==> config.mk <==
export PLATFORM = sky130hd
export DESIGN_NAME = ddr3_mem_arbiter
export DESIGN_NICKNAME = d
export VERILOG_FILES = /design/src/rtl/ddr3_mem_pkg.sv /design/src/rtl/ddr3_refresh_timer.sv /design/src/rtl/ddr3_mem_arbiter.sv
export SDC_FILE = /design/constraint.sdc
export NUM_CORES = 1
export LEC_CHECK = 0
export ABC_AREA = 1
export CAP_MARGIN = 40
export CORE_AREA = 2 2 80 74
export CTS_BUF_LIST = sky130_fd_sc_hd__clkbuf_4 sky130_fd_sc_hd__clkbuf_8 sky130_fd_sc_hd__clkbuf_16
export CTS_CLUSTER_DIAMETER = 120
export DETAILED_ROUTE_END_ITERATION = 12
export DIE_AREA = 0 0 82 76
export GPL_TIMING_DRIVEN = 0
export PLACE_DENSITY = 0.75
export SLEW_MARGIN = 0
export SYNTH_ARGS = -nofsm -noshare
export SYNTH_HDL_FRONTEND = slang
export SYNTH_SLANG_ARGS = --single-unit
==> constraint.sdc <==
create_clock -name cpu_clk -period 2.3 [get_ports cpu_clk]
set_clock_uncertainty 0.2 [all_clocks]
set_input_delay 0.46 -clock cpu_clk [delete_from_list [all_inputs] [get_ports cpu_clk]]
set_output_delay 0.46 -clock cpu_clk [all_outputs]
set_load 0.02 [all_outputs]
==> src/rtl/ddr3_mem_pkg.sv <==
// Shared state and command encodings for the DDR3 command-port arbiter.
package ddr3_mem_pkg;

    typedef logic [1:0] arb_state_t;
    localparam arb_state_t IDLE    = 2'd0;
    localparam arb_state_t ISSUE   = 2'd1;
    localparam arb_state_t BURST   = 2'd2;
    localparam arb_state_t REFRESH = 2'd3;

    typedef logic [1:0] cmd_t;
    localparam cmd_t CMD_NOP     = 2'd0;
    localparam cmd_t CMD_WRITE   = 2'd1;
    localparam cmd_t CMD_READ    = 2'd2;
    localparam cmd_t CMD_REFRESH = 2'd3;

endpackage

==> src/rtl/ddr3_refresh_timer.sv <==
// Free-running refresh interval timer; raises ref_pending every REFI_CYCLES
// cycles and holds it until the arbiter reports the refresh as accepted.
module ddr3_refresh_timer #(
    parameter int REFI_CYCLES = 7800
) (
    input  logic cpu_clk,
    input  logic RESET,
    input  logic ref_ack,
    output logic ref_pending
);
    import ddr3_mem_pkg::*;

    localparam int CNT_W = (REFI_CYCLES > 1) ? $clog2(REFI_CYCLES) : 1;

    logic [CNT_W-1:0] count;
    logic             expire;

    assign expire = (count == CNT_W'(REFI_CYCLES - 1));

    // An expiry while a refresh is already owed saturates rather than queueing.
    always_ff @(posedge cpu_clk) begin
        if (RESET) begin
            count       <= '0;
            ref_pending <= 1'b0;
        end else begin
            count <= expire ? '0 : count + CNT_W'(1);
            if (expire)
                ref_pending <= 1'b1;
            else if (ref_ack)
                ref_pending <= 1'b0;
        end
    end

endmodule

==> src/rtl/ddr3_mem_arbiter.sv <==
// Round-robin arbiter for the DDR3 controller command port: one burst per
// grant, with periodic refresh slotted in only between bursts.
module ddr3_mem_arbiter
    import ddr3_mem_pkg::*;
#(
    parameter int NUM_REQ     = 2,
    parameter int BURST_BEATS = 16,
    parameter int REFI_CYCLES = 7800,
    parameter int RFC_CYCLES  = 110,
    parameter int ADDR_W      = 15,
    parameter int BA_W        = 3
) (
    input  logic                      cpu_clk,
    input  logic                      RESET,
    input  logic [NUM_REQ-1:0]        REQ,
    input  logic [NUM_REQ-1:0]        REQ_WR,
    input  logic [NUM_REQ*ADDR_W-1:0] REQ_ADDR,
    input  logic [NUM_REQ*BA_W-1:0]   REQ_BA,
    output logic [NUM_REQ-1:0]        GNT,
    output logic [NUM_REQ-1:0]        DONE,
    input  logic                      CMD_RDY,
    input  logic                      BEAT_VALID,
    output logic                      ADDR_VALID,
    output logic                      WR_READY,
    output logic [1:0]                CMD,
    output logic [ADDR_W-1:0]         ADDR,
    output logic [BA_W-1:0]           BA,
    output logic                      REF_PENDING
);

    localparam int IDX_W  = (NUM_REQ > 1) ? $clog2(NUM_REQ) : 1;
    localparam int BEAT_W = (BURST_BEATS > 1) ? $clog2(BURST_BEATS) : 1;
    localparam int RFC_W  = (RFC_CYCLES > 1) ? $clog2(RFC_CYCLES) : 1;

    arb_state_t          state;
    logic [IDX_W-1:0]    gnt_idx;
    logic [IDX_W-1:0]    rr_ptr;
    logic [IDX_W-1:0]    sel_idx;
    logic [IDX_W-1:0]    next_ptr;
    logic [NUM_REQ-1:0]  gnt_onehot;
    logic [NUM_REQ-1:0]  done_q;
    logic                wr_q;
    logic [ADDR_W-1:0]   addr_q;
    logic [BA_W-1:0]     ba_q;
    logic [BEAT_W-1:0]   beat_cnt;
    logic [RFC_W-1:0]    rfc_cnt;
    logic                rfc_wait;
    logic                ref_pending;
    logic                ref_ack;

    // First asserted request at or above ptr, wrapping around.
    function automatic logic [IDX_W-1:0] rr_select(input logic [NUM_REQ-1:0] req,
                                                   input logic [IDX_W-1:0]   ptr);
        logic [IDX_W-1:0] sel;
        logic             found;
        int               idx;
        sel   = ptr;
        found = 1'b0;
        for (int k = 0; k < NUM_REQ; k++) begin
            idx = (int'(ptr) + k) % NUM_REQ;
            if (!found && req[idx]) begin
                sel   = IDX_W'(idx);
                found = 1'b1;
            end
        end
        return sel;
    endfunction

    assign sel_idx    = rr_select(REQ, rr_ptr);
    assign next_ptr   = (gnt_idx == IDX_W'(NUM_REQ - 1)) ? '0 : gnt_idx + IDX_W'(1);
    assign gnt_onehot = NUM_REQ'(1) << gnt_idx;
    assign ref_ack    = (state == REFRESH) && !rfc_wait && CMD_RDY;

    ddr3_refresh_timer #(
        .REFI_CYCLES (REFI_CYCLES)
    ) u_refresh_timer (
        .cpu_clk     (cpu_clk),
        .RESET       (RESET),
        .ref_ack     (ref_ack),
        .ref_pending (ref_pending)
    );

    // NOTE: state registers use non-blocking assignments only, so every branch
    // below sees the pre-edge values regardless of statement order.
    always_ff @(posedge cpu_clk) begin
        if (RESET) begin
            state    <= IDLE;
            gnt_idx  <= '0;
            rr_ptr   <= '0;
            done_q   <= '0;
            wr_q     <= 1'b0;
            addr_q   <= '0;
            ba_q     <= '0;
            beat_cnt <= '0;
            rfc_cnt  <= '0;
            rfc_wait <= 1'b0;
        end else begin
            done_q <= '0;
            case (state)
                IDLE: begin
                    if (CMD_RDY) begin
                        if (ref_pending) begin
                            state    <= REFRESH;
                            rfc_wait <= 1'b0;
                        end else if (|REQ) begin
                            state   <= ISSUE;
                            gnt_idx <= sel_idx;
                            wr_q    <= REQ_WR[sel_idx];
                            addr_q  <= REQ_ADDR[sel_idx*ADDR_W +: ADDR_W];
                            ba_q    <= REQ_BA[sel_idx*BA_W +: BA_W];
                        end
                    end
                end
                ISSUE: begin
                    if (CMD_RDY) begin
                        state    <= BURST;
                        beat_cnt <= '0;
                    end
                end
                BURST: begin
                    if (BEAT_VALID) begin
                        if (beat_cnt == BEAT_W'(BURST_BEATS - 1)) begin
                            state    <= IDLE;
                            beat_cnt <= '0;
                            done_q   <= gnt_onehot;
                            rr_ptr   <= next_ptr;
                        end else begin
                            beat_cnt <= beat_cnt + BEAT_W'(1);
                        end
                    end
                end
                REFRESH: begin
                    // Command phase until accepted, then a silent tRFC hold-off.
                    if (!rfc_wait) begin
                        if (CMD_RDY) begin
                            rfc_wait <= 1'b1;
                            rfc_cnt  <= '0;
                        end
                    end else if (rfc_cnt == RFC_W'(RFC_CYCLES - 1)) begin
                        state    <= IDLE;
                        rfc_wait <= 1'b0;
                    end else begin
                        rfc_cnt <= rfc_cnt + RFC_W'(1);
                    end
                end
                default: state <= IDLE;
            endcase
        end
    end

    // NOTE: every output gets a default first so no path can infer a latch.
    always_comb begin
        GNT        = '0;
        ADDR_VALID = 1'b0;
        WR_READY   = 1'b0;
        CMD        = CMD_NOP;
        case (state)
            ISSUE: begin
                GNT        = gnt_onehot;
                ADDR_VALID = 1'b1;
                WR_READY   = wr_q;
                CMD        = wr_q ? CMD_WRITE : CMD_READ;
            end
            BURST: begin
                GNT      = gnt_onehot;
                WR_READY = wr_q;
            end
            REFRESH: begin
                if (!rfc_wait) begin
                    ADDR_VALID = 1'b1;
                    CMD        = CMD_REFRESH;
                end
            end
            default: ;
        endcase
    end

    assign DONE        = done_q;
    assign ADDR        = addr_q;
    assign BA          = ba_q;
    assign REF_PENDING = ref_pending;

endmodule

==> results.toml <==
[run_status]
status = "finished, final reports clean"

[synth]
synth-compound-area-share_pct = 17.6
yosysUniqueCellTypes = 29
ys_warn_count = 0
synthesis.nets = 402
yosys.area_share.simple_pct = 25.6
ys_seq_elements = 51
synth_cells = 350
synth_area_mm2 = 0.00246
synth_top_family_by_area = "simple AND/OR/NAND/NOR gates"
synthAdderAreaFrac_pct = 4.07
avgSynthCellArea_um2 = 7.04
yosysSeqAreaShare_pct = 41.5
synth_xor_area_share_pct = 2.85
synthMuxAreaShare_pct = 0

[floorplanning]
num_rows = 26
dieWidth_um = 82
pin_count = 71
die_h_um = 76
dieArea_mm2 = 0.00623
core_area_mm2 = 0.00547
initial_core_util_pct = 45.1

[placement]
dp_cells = 489
place_congestion = 0.826
dp_slack_ns = 0.0250
place_hpwl_um = 4500
io_buffers = 69

[global_route]
grt_pass1_vias = 2270
track_usage_pct = 19.9
grt_pass1_wl_um = 9870
globalRouteOverflowTotal = 0
grt_max_degree = 16
antenna_found_initial = 0

[drt]
postRouteAntennaNets = 0
wl_per_cell_um = 11.9
routed_via_density = 4.94
first_pass_iters = 4
drcViolationCount = 0
drt_iter0_drc = 124
vias = 2453
wirelength_um = 5920

[sta]
report.final.slew_viol_count = 0
setup_ws_ns = 0.0862
layout_min_cycle_time_ns = 2.21
maxSlewHeadroom_pct = 69.0
setup_violations = 0
post-route-period-util_pct = 96.3
fin_hold_ws_ns = 0.264
finalHoldViolations = 0
grt_setup_unrepaired = "false"
fmax_mhz = 452
tns_ns = 0
worst_slew_pin_slew_ns = 0.465

[final_layout]
seqCellArea_mm2 = 0.00102
multi_input_area_mm2 = 0.00123
nets = 478
drive_above_1_share_pct = 5.62
area_growth_pct = 35.4
fillers = 522
fin_cells = 497
antennaDiodeCount = 0

[setup_path]
cp.arrival_ns = 1.55
regToRegSetupSlack_ns = 0.36
cp.required_ns = 1.64
crit_path_end_kind = "output pin"
cp-startpoint = "state[0]$_SDFFE_PP0P_"
crit_path_end = "WR_READY"
cp_slowest_cell = "dfxtp_1"
cpPeakStageDelay_ns = 0.40
crit_top_cell = "inv_1"
path_depth = 5
start_kind = "flop"
reg2reg_to = "beat_cnt[1]$_SDFFE_PP0P_"
cp.buffers_inverters = 3
reg2reg_from = "state[0]$_SDFFE_PP0P_"
critPathTopFamily = "buffers and inverters"
r2r_cells = 8
crit_path_cell_trace = "inv_1 -> ha_1 -> nand2_1 -> inv_1 -> dlygate4sd2_1"
worstSetupPathType = "flop to output pin"
crit_fanout = 3

[run]
maxCapViolCount = 0

[power_and_ir_drop]
irDropWorstVdd_v = 0.000527
leakagePower_nw = 1.35
cellPowerDensity_mw_per_mm2 = 813

[clock_network]
clkTransAtPathRegs_ns = 0.10
ctsRootBufferMaster = "clkbuf_8"
worstSkewPairLatency_ns = 0.30
cts_buffers = 5
post_cts_buffers = 0
cts_tree = "done"
cts_buffer_depth = 2
ctsHtreeMaxLevel = 2
cts_sinks = 51

[worst_hold_path]
min_from = "u_refresh_timer.count[0]$_SDFF_PP0_"
hold_path_class = "flop to flop"
state kept, by name, summed over array words and instances (netlist names), 2 cells and up:
name                   count
rfc_cnt                    7
u_refresh_timer.count     13
BA                         3
ADDR                      15
DONE                       2
state                      2
beat_cnt                   4
stage by stage:
step	utilization, %	cell area (µm²)	power [mW]
6_report	61.0	3330	2.71
5_1_grt	61.0	3330	2.89
4_1_cts	61.1	3340	2.73
3_5_place_dp	59.3	3240	2.19
3_3_place_gp	59.3	3240	2.17
2_1_floorplan	-	2460	1.75
cells by family after synthesis:
group / after synthesis
AND/OR/NAND/NOR: 148
XOR/XNOR: 8
buffers and inverters: 50
adder cells (fa/ha/maj): 8
AO/OA/AOI/OAI: 85
flip-flops: 51
where the power goes:
group	leakage [nW]	internal, mW	switching [mW]	total, mW
logic	0.879	0.438	0.632	1.07
registers	0.416	0.997	0.0776	1.07
clock network	0.0505	0.274	0.294	0.568
layout by cell type, fill, tap and decap left out, drive strengths merged, types with 2 or more instances in the layout:
cell type	count
clkdlybuf4s50	63
xnor2	2
dlygate4sd2	4
nor2	34
o21ai	27
nand3	15
clkbuf	11
nand3b	3
xor2	6
nand2	85
inv	37
ha	8
dfxtp	51
nand4	3
nor3	5
buf	9
a21oi	55
layout make-up:
type / instances / share of cell area, %
clock inverter: 1 / 0.225
buffer: 12 / 1.95
multi-input combinational: 249 / 37.0
inverter: 38 / 4.28
clock buffer: 7 / 2.89
sequential: 51 / 30.6
tap: 70 / 2.63
timing repair buffer: 69 / 20.4
how the worst min path moves through the flow:
stage / depth (start not counted) / to / slack (ns)
2_1_floorplan: 1 / u_refresh_timer.count[0]$_SDFF_PP0_ / 0.22
3_3_place_gp: 1 / u_refresh_timer.count[0]$_SDFF_PP0_ / 0.24
3_5_place_dp: 1 / u_refresh_timer.count[0]$_SDFF_PP0_ / 0.24
4_1_cts: 1 / u_refresh_timer.count[0]$_SDFF_PP0_ / 0.26
5_1_grt: 1 / u_refresh_timer.count[0]$_SDFF_PP0_ / 0.29
6_report: 1 / u_refresh_timer.count[0]$_SDFF_PP0_ / 0.26
synthesized netlist by cell type, drive strengths merged:
cell	n	area (µm²)
nor3b	1	7.51
nand2	85	319
nand3	15	75.1
o211a	1	10.0
a21oi	55	275
buf	9	53.8
o22ai	1	6.26
xor2	6	52.6
nor3	5	36.3
nor2	34	138
clkinv	1	3.75
dfxtp	51	1020
nand3b	3	22.5
nand4	3	18.8
and2	1	6.26
inv	37	139
o21ai	27	135
or2	1	6.26
xnor2	2	17.5
clkbuf	3	11.3
o211ai	1	7.51
ha	8	100
metal layers:
| layer | share of wire (%) | global-route usage [%] | vias to the layer above | wire length (µm) |
|---|---|---|---|---|
| met2 | 47 | 32.8 | 58 | 2780 |
| li1 | - | - | 1283 | - |
| met5 | 0 | 0 | - | 0 |
| met4 | 1.8 | 5.83 | 0 | 108 |
| met1 | 47 | 24.9 | 1104 | 2750 |
| met3 | 4.6 | 5.57 | 8 | 270 |
timing repair:
action                                  CTS  global route
gates cloned                              0             0
endpoints found under the setup margin    6             2
hold buffers                              0             0
resized for setup                         6             3
(Power assumes the default switching activity.)
